`src/rtl/multi_ch_tick_gen.sv`:
```
// Multi-channel programmable tick / square-wave generator.
// Each channel has a shadowed {period, high time} pair that becomes active at period boundaries.
module multi_ch_tick_gen #(
  parameter int unsigned NUM_CH   = 4,
  parameter int unsigned CNT_W    = 16,
  parameter int unsigned DEF_DIV  = 24999,
  parameter int unsigned DEF_HIGH = 12500
) (
  input  logic              clk,
  input  logic              rst_n,
  input  logic              cfg_wr,
  input  logic [3:0]        cfg_ch,
  input  logic [CNT_W-1:0]  cfg_div,
  input  logic [CNT_W-1:0]  cfg_high,
  input  logic [NUM_CH-1:0] ch_en,
  input  logic              sync,
  output logic [NUM_CH-1:0] tick,
  output logic [NUM_CH-1:0] wave
);

  localparam int unsigned CH_W = 4;

  typedef struct packed {
    logic [CNT_W-1:0] div;
    logic [CNT_W-1:0] high;
  } tcfg_t;

  localparam tcfg_t DEF_CFG = '{div: CNT_W'(DEF_DIV), high: CNT_W'(DEF_HIGH)};

  tcfg_t              shad_q [NUM_CH];
  tcfg_t              shad_d [NUM_CH];
  tcfg_t              act_q  [NUM_CH];
  tcfg_t              act_d  [NUM_CH];
  logic [CNT_W-1:0]   cnt_q  [NUM_CH];
  logic [CNT_W-1:0]   cnt_d  [NUM_CH];
  logic [NUM_CH-1:0]  tick_q, tick_d;
  logic [NUM_CH-1:0]  wave_q, wave_d;

  logic               cfg_ok_c;
  tcfg_t              cfg_in_c;

  // Out-of-range channel indices are dropped here so no channel ever sees them.
  assign cfg_ok_c = cfg_wr && ({1'b0, cfg_ch} < (CH_W + 1)'(NUM_CH));
  assign cfg_in_c = '{div: cfg_div, high: cfg_high};

  // Per-channel next state; active load takes shad_d so a same-cycle write bypasses the shadow.
  always_comb begin
    for (int i = 0; i < int'(NUM_CH); i++) begin
      shad_d[i] = shad_q[i];
      act_d[i]  = act_q[i];
      cnt_d[i]  = cnt_q[i];
      tick_d[i] = 1'b0;
      wave_d[i] = 1'b0;

      if (cfg_ok_c && (cfg_ch == CH_W'(i))) begin
        shad_d[i] = cfg_in_c;
      end

      if (!ch_en[i]) begin
        cnt_d[i] = '0;
        act_d[i] = shad_d[i];
      end else begin
        wave_d[i] = (cnt_q[i] < act_q[i].high);
        if (sync) begin
          cnt_d[i] = '0;
        end else if (cnt_q[i] == act_q[i].div) begin
          cnt_d[i]  = '0;
          tick_d[i] = 1'b1;
          act_d[i]  = shad_d[i];
        end else begin
          cnt_d[i] = cnt_q[i] + CNT_W'(1);
        end
      end
    end
  end

  always_ff @(posedge clk or negedge rst_n) begin
    if (!rst_n) begin
      for (int i = 0; i < int'(NUM_CH); i++) begin
        shad_q[i] <= DEF_CFG;
        act_q[i]  <= DEF_CFG;
        cnt_q[i]  <= '0;
      end
      tick_q <= '0;
      wave_q <= '0;
    end else begin
      for (int i = 0; i < int'(NUM_CH); i++) begin
        shad_q[i] <= shad_d[i];
        act_q[i]  <= act_d[i];
        cnt_q[i]  <= cnt_d[i];
      end
      tick_q <= tick_d;
      wave_q <= wave_d;
    end
  end

  assign tick = tick_q;
  assign wave = wave_q;

endmodule

```
`config.mk`:
```
export PLATFORM = sky130hd
export DESIGN_NAME = multi_ch_tick_gen
export DESIGN_NICKNAME = d
export VERILOG_FILES = /design/src/rtl/multi_ch_tick_gen.sv
export SDC_FILE = /design/constraint.sdc
export NUM_CORES = 1
export LEC_CHECK = 0
export CORE_UTILIZATION = 50
export CTS_CLUSTER_DIAMETER = 50
export DETAILED_ROUTE_END_ITERATION = 8
export HOLD_SLACK_MARGIN = 0.03
export PLACE_DENSITY = 0.69
export SLEW_MARGIN = 5
export SYNTH_ARGS = -nofsm -noshare
export SYNTH_HDL_FRONTEND = slang
export SYNTH_SLANG_ARGS = --single-unit
```
`constraint.sdc`:
```
create_clock -name clk -period 2.89 [get_ports clk]
set_clock_uncertainty 0.2 [all_clocks]
set_input_delay 0.4335 -clock clk [delete_from_list [all_inputs] [get_ports clk]]
set_output_delay 0.4335 -clock clk [all_outputs]
set_load 0.1 [all_outputs]
```
==> Word-level counts from Yosys, hierarchy flattened <==
Index checks and enable logic that the tools add are counted.
Widths: inputs -> output; s select.
{ "totals": {"word_cells": 100, "out_inout_bits": 8, "ff_bits": 328, "in_bits": 44} }
{ "classes": {"mux": 44, "n_eq_ne": 15, "n_lt_le_gt_ge": 5, "addsub": 4, "reduce_logical": 10} }
{ "op_table": {"columns": ["cell", "count"], "rows": [
  ["$mux 32", 16],
  ["$mux 16", 12],
  ["$add 16x1->16 const B", 4],
  ["$eq 16x16->1", 4],
  ["$lt 16x16->1", 4],
  ["$mux 1", 16],
  ["$eq 4x2->1 const B", 2],
  ["$ne 2x1->1 const B", 4],
  ["$ne 2x2->1 const B", 4],
  ["$reduce_and 2->1", 4],
  ["$logic_and 1x1->1", 5],
  ["$eq 4x1->1 const B", 1],
  ["$logic_not 4->1", 1],
  ["$lt 4x3->1 const B", 1]
]} }

==> Depth between registers and ports, before layout <==
{ "logic_depth": {"word_depth": 7, "ltp_mapped": 7, "ltp_nobuf": 7} }

==> Worst setup path before layout <==
No wires, ideal clock.
{ "synth_timing": {"path_kind": "input to register", "start": "in cfg_ch[2]", "end": "reg act_q[33] (netlist bit)", "stages": 5, "setup_ns": 0.128, "setup_slack_ns": 0.651, "t_arrival_ns": 1.911, "cell_sequence": "nand2b_1 > nor4b_2 > buf_2 > mux2_2 > mux2_1"} }
{ "synth_lines": {"columns": ["element", "line_no", "source"], "rows": [
  ["start, declared", "12", "input logic [3:0] cfg_ch,"],
  ["end signal, assigned by index", "89", "act_q[i] <= act_d[i];"],
  ["end, declared", "32", "tcfg_t act_q [NUM_CH];"]
]} }

==> Worst setup path after layout <==
{ "layout_timing": {"start": "reg cnt_q[12] (netlist bit)", "end": "reg act_q[27] (netlist bit)"} }
{ "layout_between": {"elab_chain_len": 3} }
{ "layout_lines": {"columns": ["element", "line_no", "source"], "rows": [
  ["start, declared", "34", "logic [CNT_W-1:0] cnt_q [NUM_CH];"],
  ["start signal, assigned by index", "90", "cnt_q[i] <= cnt_d[i];"],
  ["$eq 16x16->1", "66", "end else if (cnt_q[i] == act_q[i].div) begin"],
  ["$ne 2x1->1 (no source line)", null, null],
  ["$reduce_and 2->1 (no source line)", null, null]
]} }
No other way between the ends.
A chain may end at the register's enable or synchronous reset.

==> summary.md <==
| Metric | Value |
|---|---|
| Final Slew Violations | 0 |
| H-tree depth | 2 |
| Die height | 175 µm |
| Setup TNS | 0 ps |
| RSZ-0062 raised after global routing | false |
| Root buf cell | clkbuf_16 |
| Initial antenna violation count | 2 |
| PortBufs | 51 |
| Worst-Margin Slew | roughly 650 ps |
| Outcome | complete, no violations |
| Post-layout min period | 2620 ps |
| Area grow syn2layout | 15.8% |
| Worst slew margin | 56.6% |
| DR pass1 iterations | 4 |
| Post_cts resized | 0 |
| Post-synthesis sequential area ratio | approximately 55% |
| Post-Place Setup Slack | 221 ps |
| Hold_buf cts | 1 |
| Most frequent cells in the layout | dfrtp_1, mux2_2, dfstp_2, nor2_1, xor2_1 |
| Max-Cap Viols | 0 |
| Via density | 5.38 |
| Syn_nets | 1,262 |
| GP Congestion | 0.827 |
| Worst min path class | input pin to async pin |
| Ports | 52 |
| Maximum VDD drop | just under 0.0005 V |
| CTS tree | yes |
| Row cnt | between 60 and 70 |
| Die span in x | between 150 and 200 µm |
| Flops & latches, synth | about 330 |
| Largest net degree at the start of global routing | 73 |
| Average wire per standard cell | 19.8 µm |
| Critical path arrival | 2820 ps |
| Most common cell after layout, fill and taps aside | dfrtp_1 |
| Setup Crit Path Kind | flop to flop |
| Nets | 1,345 |
| Setup ws final | 274 ps |
| Die area | 0.0308 mm² |
| Cell area power density | 755 mW/mm² |
| Final Hold Viols | 0 |
| Antenna diodes | 0 |
| Initial Utilization | 50.8% |
| Clk sinks | 328 |
| Remaining DRCs | 0 |
| Syn avg cell area | around 13 µm² |
| Setup crit end kind | flop |
| Hpwl dp | around 22,000 µm |
| Layout cell share with drive strength beyond 1 | roughly 33% |
| F_max | roughly 380 MHz |
| Fillers | 2,506 |
| Ys Warns | 0 |
| Hold WS | 228 ps |
| Core ar. | 0.0296 mm² |
| Clk buf depth | 3 |
| Yosys cell types | 39 |
| EDFF count, synth | 0 |
| Gate Count Post-Synth | 1,154 |
| Worst EP required | 3090 ps |
| Number of nets with antenna violations after routing | 0 |
| First-pass GRT wire length | 52,600 µm |
| Leak pwr | between 7 and 8 nW |
| Grt ovf | 0 |
| Routed via count | 8,891 |
| CP max FO | 22 |
| Clk_lat worst skew | 520 ps |
| Cell Area, Synth | 0.0150 mm² |
| Final period utilization | 90.5% |
| Clock transition at path regs | around 60 ps |
| Routed wire length | 32,700 µm |
| Main synth FF type | dfrtp_1 |
| Setup-failing EPs final | 0 |
| Detailed Route Iter0 Violations | 461 |
| Clock buffer count from CTS | 37 |
| Startpoint type of the worst setup path | flop |
| Async set-reset flop share out of synthesis | 100% |
| All-Layer GR Usage | 22.5% |
| Vias in the first global route | a little over 9,000 |
| Post-CTS Setup Inserts | 0 |
[worst paths after layout]
check / slack, ps / cells past startpoint / to / start
max in group asynchronous: 1410 / 3 / shad_q[85]$_DFF_PN1_ / rst_n
min in group clk: 280 / 1 / act_q[40]$_DFFE_PN0P_ / act_q[40]$_DFFE_PN0P_
min reg2reg: 280 / 1 / act_q[40]$_DFFE_PN0P_ / act_q[40]$_DFFE_PN0P_
min: 230 / 2 / shad_q[9]$_DFF_PN0_ / rst_n
max reg2reg: 270 / 6 / act_q[27]$_DFFE_PN0P_ / cnt_q[12]$_DFF_PN0_
max: 270 / 6 / act_q[27]$_DFFE_PN0P_ / cnt_q[12]$_DFF_PN0_
[per-stage QoR]
stage / power, W / utilization, % / cells / cell area, µm²
finish: 0.0132 / 58.8 / 1654 / 17400
global route: 0.0138 / 58.8 / 1654 / 17400
CTS: 0.0133 / 58.8 / 1654 / 17400
detailed placement: 0.00837 / 54.4 / 1587 / 16100
global placement: 0.00826 / 54.4 / 1587 / 16100
floorplan: 0.00766 / - / 1154 / 15000
[worst max-delay path, stage by stage (launching register included)]
cell	delay, ps
dfrtp_1	440
xor2_1	180
nor4_1	460
nand4_1	290
o21ai_2	200
buf_4	340
mux2_2	380
[sequential cells by signal (all words and copies together) (netlist names)]
register and cells:
shad_q 128, wave 4, act_q 128, tick 4, cnt_q 64
[cell type report]
type	instances	area, µm²	area share [%]
multi-input combinational	720	6240	35.8
sequential	328	8350	47.9
tap	390	488	2.80
timing repair buffer	75	778	4.47
inverter	75	282	1.62
clock buffer	53	1110	6.36
clock inverter	13	183	1.05
[kinds of logic after synthesis]
family / after synthesis / share of synthesized area [%]
muxes: 256 / 19.2
and+or+nand+nor: 226 / 7.59
AOI/OAI and AO/OA: 54 / 2.27
adders and majority gates: 64 / 5.32
buffers and inverters: 106 / 3.17
DFF: 328 / 55.5
xor gates and xnor gates: 120 / 6.99
[synthesized netlist by cell type, types with 7 or more instances]
library cell  instances  share of area [%]
nand3b_1              8               0.40
dfrtp_1             216                 36
nand3_1              23               0.77
inv_1                75                1.9
ha_1                 64                5.3
o21ai_0              14               0.47
buf_2                 9               0.30
nand4_1              19               0.79
clkbuf_1             10               0.25
dfstp_2             112                 20
nor2_1               87                2.2
nand2_1              24               0.60
xor2_1               86                5.0
a21oi_1              15               0.50
nor4_1               23               0.96
mux2_2              213                 16
xnor2_1              34                2.0
a21o_1                7               0.35
nor3_1               11               0.37
mux2_1               43                3.2
[where the power goes]
group	internal [W]	total, W	switching [W]	leakage (nW)
sequential	0.00581	0.00625	0.000437	3.93
combinational	0.00106	0.00202	0.000959	3.26
clock	0.00303	0.00488	0.00185	0.623
total	0.00991	0.0132	0.00325	7.82
[layer usage]
layer	part of all wire [%]	track usage, %	vias up
li1	-	-	4172
met1	46	30.3	4567
met2	49	38.2	107
met3	2.8	3.01	45
met4	2.5	6.30	0
met5	0	0	-
(Power assumes the default switching activity.)
